## config.mk

```make
export PLATFORM = sky130hd
export DESIGN_NAME = rx_ctrl_unit_flat
export DESIGN_NICKNAME = d
export VERILOG_FILES = /design/src/rtl/rx_ctrl_if.sv /design/src/rtl/rx_ctrl_unit.sv /design/src/flat_wrapper.sv
export SDC_FILE = /design/constraint.sdc
export NUM_CORES = 1
export LEC_CHECK = 0
export ABC_AREA = 1
export CORE_AREA = 2 2 39 41
export DETAILED_ROUTE_END_ITERATION = 7
export DIE_AREA = 0 0 41 43
export HOLD_SLACK_MARGIN = 0.08
export PLACE_DENSITY = 0.7
export SYNTH_ARGS = -nofsm -noshare
export SYNTH_HDL_FRONTEND = slang
export SYNTH_SLANG_ARGS = --single-unit
```

## constraint.sdc

```tcl
create_clock -name clk -period 1.34 [get_ports clk]
set_clock_uncertainty 0.15 [all_clocks]
set_input_delay 0.201 -clock clk [delete_from_list [all_inputs] [get_ports clk]]
set_output_delay 0.201 -clock clk [all_outputs]
set_load 0.01 [all_outputs]
```

## src/rtl/rx_ctrl_if.sv

```systemverilog
// -----------------------------------------------------------------------------
// rx_ctrl_if
// Signal bundle between the UART receive control unit and its surroundings
// (line, bit timer, shift register, RX buffer consumer).
//   serial_in     : raw asynchronous line, idle high
//   packet_done   : bit timer rollover, all bits incl. stop bit sampled
//   stop_bit      : stop bit as captured by the shift register
//   data_read     : consumer took the buffered byte (1-cycle pulse)
//   enable_timer  : run the bit timer
//   sbc_clear     : 1-cycle pulse, clear shift register/status at packet start
//   load_buffer   : 1-cycle pulse, copy shifted data into the RX buffer
//   data_ready    : RX buffer holds an unread byte
//   framing_error : last packet had a low stop bit
//   overrun_error : a byte was loaded over an unread one
// master drives the line/timer/consumer side; slave is the control unit.
// -----------------------------------------------------------------------------
interface rx_ctrl_if;
  logic serial_in;
  logic packet_done;
  logic stop_bit;
  logic data_read;
  logic enable_timer;
  logic sbc_clear;
  logic load_buffer;
  logic data_ready;
  logic framing_error;
  logic overrun_error;

  modport master (
    output serial_in, packet_done, stop_bit, data_read,
    input  enable_timer, sbc_clear, load_buffer,
           data_ready, framing_error, overrun_error
  );

  modport slave (
    input  serial_in, packet_done, stop_bit, data_read,
    output enable_timer, sbc_clear, load_buffer,
           data_ready, framing_error, overrun_error
  );
endinterface

```

## src/rtl/rx_ctrl_unit.sv

```systemverilog
// -----------------------------------------------------------------------------
// rx_ctrl_unit
// Receive control for a UART-style receiver. Synchronises serial_in, detects
// the start-bit falling edge, runs the bit timer for one packet, checks the
// stop bit and loads the RX buffer. Owns the data_ready, framing_error and
// overrun_error status flags. All outputs are registered.
// Ports:
//   clk : system clock, rising edge
//   rst : asynchronous, active-high reset
//   bus : rx_ctrl_if.slave (see interface header for signal meanings)
// Parameter:
//   SYNC_STAGES : flops in the serial_in synchroniser chain, legal 2..4
// -----------------------------------------------------------------------------
module rx_ctrl_unit #(
  parameter int SYNC_STAGES = 2
) (
  input  logic       clk,
  input  logic       rst,
  rx_ctrl_if.slave   bus
);

  typedef enum logic [2:0] {
    ST_IDLE     = 3'd0,
    ST_CLEAR    = 3'd1,
    ST_RECEIVE  = 3'd2,
    ST_STOP_CHK = 3'd3,
    ST_LOAD     = 3'd4
  } state_e;

  // Synchroniser: chain -> sync_q -> prev_q. A low sampled into the chain at
  // edge k reaches sync_q at edge k+SYNC_STAGES, so start_det is high in the
  // cycle after that edge.
  logic [SYNC_STAGES-1:0] sync_chain_q, sync_chain_d;
  logic                   sync_q, sync_d;
  logic                   prev_q, prev_d;
  // fill_q[i] marks that pipeline position i holds a real line sample rather
  // than the forced reset value; a line held low through reset must not look
  // like a 1->0 edge once the forced 1s drain out.
  logic [SYNC_STAGES+1:0] fill_q, fill_d;
  logic                   start_det;

  state_e state_q, state_d;
  logic   enable_timer_q, enable_timer_d;
  logic   sbc_clear_q, sbc_clear_d;
  logic   load_buffer_q, load_buffer_d;
  logic   data_ready_q, data_ready_d;
  logic   framing_error_q, framing_error_d;
  logic   overrun_error_q, overrun_error_d;

  always_comb begin
    sync_chain_d = {sync_chain_q[SYNC_STAGES-2:0], bus.serial_in};
    sync_d       = sync_chain_q[SYNC_STAGES-1];
    prev_d       = sync_q;
    fill_d       = {fill_q[SYNC_STAGES:0], 1'b1};
  end

  // Only flops feed start_det; no combinational path from serial_in.
  assign start_det = prev_q & ~sync_q & fill_q[SYNC_STAGES+1];

  always_comb begin
    // NOTE: every output of this block gets a default first, so no path leaves
    // a variable unassigned and no latch is inferred.
    state_d         = state_q;
    data_ready_d    = data_ready_q;
    framing_error_d = framing_error_q;
    overrun_error_d = overrun_error_q;

    if (bus.data_read) data_ready_d = 1'b0;

    case (state_q)
      ST_IDLE: begin
        if (bus.data_read) overrun_error_d = 1'b0;
        if (start_det)     state_d = ST_CLEAR;
      end
      ST_CLEAR: begin
        framing_error_d = 1'b0;
        state_d         = ST_RECEIVE;
      end
      ST_RECEIVE: begin
        if (bus.packet_done) state_d = ST_STOP_CHK;
      end
      ST_STOP_CHK: begin
        if (bus.stop_bit) begin
          state_d = ST_LOAD;
        end else begin
          framing_error_d = 1'b1;
          state_d         = ST_IDLE;
        end
      end
      ST_LOAD: begin
        // A read landing in the load cycle consumed the old byte: the new byte
        // wins and nothing was lost.
        data_ready_d = 1'b1;
        if (data_ready_q && !bus.data_read) overrun_error_d = 1'b1;
        state_d = ST_IDLE;
      end
      default: state_d = ST_IDLE;
    endcase

    // Moore outputs decoded from the next state, so the registered copies are
    // aligned with state_q.
    enable_timer_d = (state_d == ST_RECEIVE);
    sbc_clear_d    = (state_d == ST_CLEAR);
    load_buffer_d  = (state_d == ST_LOAD);
  end

  // NOTE: sequential state uses non-blocking assignments only, so every flop
  // samples the pre-edge value of every other flop regardless of order.
  always_ff @(posedge clk or posedge rst) begin
    if (rst) begin
      sync_chain_q    <= '1;
      sync_q          <= 1'b1;
      prev_q          <= 1'b1;
      fill_q          <= '0;
      state_q         <= ST_IDLE;
      enable_timer_q  <= 1'b0;
      sbc_clear_q     <= 1'b0;
      load_buffer_q   <= 1'b0;
      data_ready_q    <= 1'b0;
      framing_error_q <= 1'b0;
      overrun_error_q <= 1'b0;
    end else begin
      sync_chain_q    <= sync_chain_d;
      sync_q          <= sync_d;
      prev_q          <= prev_d;
      fill_q          <= fill_d;
      state_q         <= state_d;
      enable_timer_q  <= enable_timer_d;
      sbc_clear_q     <= sbc_clear_d;
      load_buffer_q   <= load_buffer_d;
      data_ready_q    <= data_ready_d;
      framing_error_q <= framing_error_d;
      overrun_error_q <= overrun_error_d;
    end
  end

  assign bus.enable_timer  = enable_timer_q;
  assign bus.sbc_clear     = sbc_clear_q;
  assign bus.load_buffer   = load_buffer_q;
  assign bus.data_ready    = data_ready_q;
  assign bus.framing_error = framing_error_q;
  assign bus.overrun_error = overrun_error_q;

endmodule
```

## src/flat_wrapper.sv

```systemverilog
// flat-port wrapper written by rule: the top's interface ports become plain ports
module rx_ctrl_unit_flat 
#(
  parameter int SYNC_STAGES = 2
)
  (clk, rst, bus_serial_in, bus_packet_done, bus_stop_bit, bus_data_read, bus_enable_timer, bus_sbc_clear, bus_load_buffer, bus_data_ready, bus_framing_error, bus_overrun_error);
  rx_ctrl_if bus_i ();
  input  logic clk;
  input  logic rst;
  input wire logic [$bits(bus_i.serial_in)-1:0] bus_serial_in;
  input wire logic [$bits(bus_i.packet_done)-1:0] bus_packet_done;
  input wire logic [$bits(bus_i.stop_bit)-1:0] bus_stop_bit;
  input wire logic [$bits(bus_i.data_read)-1:0] bus_data_read;
  output wire logic [$bits(bus_i.enable_timer)-1:0] bus_enable_timer;
  output wire logic [$bits(bus_i.sbc_clear)-1:0] bus_sbc_clear;
  output wire logic [$bits(bus_i.load_buffer)-1:0] bus_load_buffer;
  output wire logic [$bits(bus_i.data_ready)-1:0] bus_data_ready;
  output wire logic [$bits(bus_i.framing_error)-1:0] bus_framing_error;
  output wire logic [$bits(bus_i.overrun_error)-1:0] bus_overrun_error;
  assign bus_i.serial_in = bus_serial_in;
  assign bus_i.packet_done = bus_packet_done;
  assign bus_i.stop_bit = bus_stop_bit;
  assign bus_i.data_read = bus_data_read;
  assign bus_enable_timer = bus_i.enable_timer;
  assign bus_sbc_clear = bus_i.sbc_clear;
  assign bus_load_buffer = bus_i.load_buffer;
  assign bus_data_ready = bus_i.data_ready;
  assign bus_framing_error = bus_i.framing_error;
  assign bus_overrun_error = bus_i.overrun_error;
  rx_ctrl_unit #(.SYNC_STAGES(SYNC_STAGES)) u_core (.clk(clk), .rst(rst), .bus(bus_i));
endmodule
```

==> impl_metrics.json, run 1 <==
{
  "outcome": "completed",
  "rsz0062_at_grt": "false",
  "grt_pass1_vias": 356,
  "synth_warnings": 0,
  "drt-total-wl_um": 829,
  "r2r_start": "u_core.state_q[0]",
  "numCtsBuffers": 3,
  "drt_iter0_drc": 2,
  "nets": 74,
  "seq_area_um2": 430,
  "worst-path-buf-inv": 1,
  "cp-end-kind": "output port",
  "cap_violations": 0,
  "final_common_cell": "dfrtp_1",
  "rows": 14,
  "synthCells": 49,
  "core_area_mm2": 0.00138,
  "startpoint_type": "flip-flop",
  "diodes": 0,
  "io-pin-count": 12,
  "reg2reg_depth": 6,
  "ys_seq_elements": 17,
  "clk_path_buf_depth": 2,
  "grtUsageTotal": 0.131,
  "io_buffers": 11,
  "worst-path-stages": 1,
  "syn_nets": 55,
  "viasPerCell": 4.33,
  "finalMaxSlewViolations": 0,
  "finalInstanceArea_um2": 759,
  "ys_types": 15,
  "n_fill_cell": 119,
  "grt_max_degree": 18,
  "multi_input_area_um2": 120,
  "start_util": 0.422,
  "powerDensity_mw_per_mm2": 1610,
  "rrSetupSlack_ps": 200,
  "worst_ir_drop_vdd_mv": 0.860,
  "cts_tree": "built",
  "post_dp_cell_area_um2": 722,
  "clockRootBuffer": "clkbuf_4",
  "hp-class": "input pin to flip-flop",
  "crit_path_max_incr_delay_ps": 380,
  "dp_hpwl_um": 567,
  "layout_common_cells": "dfrtp_1 (13), nand2_1 (7), inv_1 (6)",
  "cp.arrival_ps": 960,
  "syn-cell-area_um2": 584,
  "layout_min_cycle_time_ps": 1310,
  "hold_violations": 0,
  "drc": 0,
  "p_leak_nw": 0.406,
  "dr_total_vias": 359,
  "antenna_found_initial": 0,
  "die_w_um": 41,
  "critPathMaxFanout": 2,
  "hold_path_depth": 1,
  "synth_seq_area_share": 0.737,
  "crit_type": "flip-flop to output port",
  "grt-ovfl-total": 0,
  "fin_util": 0.549,
  "hold_start": "bus_serial_in",
  "synth_top_area_share": 0.557,
  "synthTopCellsByArea": "dfrtp_1 (56%), dfstp_2 (18%), nand2_1 (4.5%)",
  "grt_pass1_wl_um": 1430,
  "fmaxAchievable_ghz": 0.764,
  "cts.reportedPaths.clkPinSlew_ps": 90,
  "path_cells": "dlygate4sd2_1",
  "cts.sinks": 17,
  "worstReg2RegEnd": "u_core.bus.enable_timer",
  "timing.final.crit_share": 0.976,
  "dieArea_mm2": 0.00176,
  "setup_viol": 0,
  "htree_levels": 1,
  "drt.antenna.violating_nets": 0,
  "whs_endpoint": "u_core.sync_chain_q[0]",
  "dr.pass1.iters": 4,
  "die_y_um": 43,
  "drive_above_1_share": 0.254,
  "clock_latency_ps": 290,
  "routabilityCongestion": 0.805,
  "yosys.area.top_type": "dfrtp_1",
  "wl_per_cell_um": 9.99,
  "syn2layout_area_growth_pct": 30.0,
  "required_ps": 990,
  "slowest_stage": "dfrtp_1",
  "postSynthAreaPerCell_um2": 11.9,
  "tns_ps": 0,
  "cp_top_family": "flip-flops"
}
## where the power goes
group,switching [mW],leakage (nW),internal (mW)
sequential,0.0580,0.208,0.598
clock,0.153,0.0150,0.116
combinational,0.160,0.183,0.136
total,0.371,0.406,0.850
## synthesized netlist by cell type
master	number
inv_1	6
nor3_2	1
nand4_1	1
nand2_1	7
nor2_2	2
nand3_1	3
inv_2	3
nor2_1	1
nand2_2	2
a21o_1	1
conb_1	1
dfrtp_1	13
o21a_1	1
dfstp_2	4
nor3_1	3
## cell type report
type,instances,area share
sequential,17,0.567
clock buffer,4,0.0346
tap,16,0.0264
multi-input combinational,23,0.158
timing repair buffer,14,0.170
inverter,9,0.0445
## logic make-up after synthesis
logic type | Yosys count | synth area share
AOI/OAI and AO/OA | 2 | 0.0257
buffers and inverters | 9 | 0.0578
DFF | 17 | 0.737
other | 1 | 0.00642
and+or+nand+nor | 20 | 0.173
## sequential cells by signal (all words and copies together) (netlist names)
signal,flops
u_core.bus.data_ready,1
u_core.bus.enable_timer,1
u_core.bus.framing_error,1
u_core.bus.load_buffer,1
u_core.bus.overrun_error,1
u_core.bus.sbc_clear,1
u_core.fill_q,4
u_core.prev_d,1
u_core.prev_q,1
u_core.state_q,3
u_core.sync_chain_q,2
## worst max-delay path by stage
stage          slack, ps                       to                     start
2_1_floorplan        290  u_core.bus.enable_timer         u_core.state_q[0]
3_3_place_gp         120           bus_data_ready     u_core.bus.data_ready
3_5_place_dp         110           bus_data_ready     u_core.bus.data_ready
4_1_cts               10           bus_data_ready     u_core.bus.data_ready
5_1_grt                6        bus_overrun_error  u_core.bus.overrun_error
6_report              30        bus_framing_error  u_core.bus.framing_error
## repair_timing
item | CTS | global route
pin swaps | 0 | 0
gates resized for setup | 6 | 1
endpoints found under the hold margin | 13 | 0
setup endpoints to repair | 6 | 1
buffers inserted | 0 | 1
hold buffers | 1 | 0
## metrics by stage
stage	total power, mW	setup slack, ps	instances	hold WS, ps
after floorplan	0.852	286	49	-25.8
after global placement	0.975	121	77	183
after detailed placement	0.984	111	77	187
after CTS	1.22	13.0	82	155
after global routing	1.29	6.25	83	168
final	1.22	31.9	83	154
## layer usage
metal  global-route usage  part of all wire  vias up  wire length (um)
met1                0.157              0.43      159               360
li1                     -                 -      186                 -
met3               0.0419             0.063        4                52
met2                0.166              0.45       10               374
met4                0.140             0.051        0                42
met5                    0                 0        -                 0
(Power assumes the default switching activity.)
==> run 2: changes to the inputs <==
--- a/config.mk
+++ b/config.mk
@@ -9,6 +9,7 @@
 export CORE_AREA = 2 2 39 41
 export DETAILED_ROUTE_END_ITERATION = 7
 export DIE_AREA = 0 0 41 43
+export GPL_TIMING_DRIVEN = 1
 export HOLD_SLACK_MARGIN = 0.08
 export PLACE_DENSITY = 0.7
 export SYNTH_ARGS = -nofsm -noshare
==> results of run 2 <==
Same layout as run 1: the final DEF is identical, and so are final timing and power.
==> run 3: changes to the inputs <==
--- a/config.mk
+++ b/config.mk
@@ -7,11 +7,14 @@
 export LEC_CHECK = 0
 export ABC_AREA = 1
 export CORE_AREA = 2 2 39 41
+export CTS_CLUSTER_DIAMETER = 100
 export DETAILED_ROUTE_END_ITERATION = 7
 export DIE_AREA = 0 0 41 43
 export GPL_TIMING_DRIVEN = 1
 export HOLD_SLACK_MARGIN = 0.08
 export PLACE_DENSITY = 0.7
+export REMOVE_ABC_BUFFERS = 1
 export SYNTH_ARGS = -nofsm -noshare
 export SYNTH_HDL_FRONTEND = slang
 export SYNTH_SLANG_ARGS = --single-unit
+export TNS_END_PERCENT = 50
==> results of run 3 <==
Same layout as run 1: the final DEF is identical, and so are final timing and power.
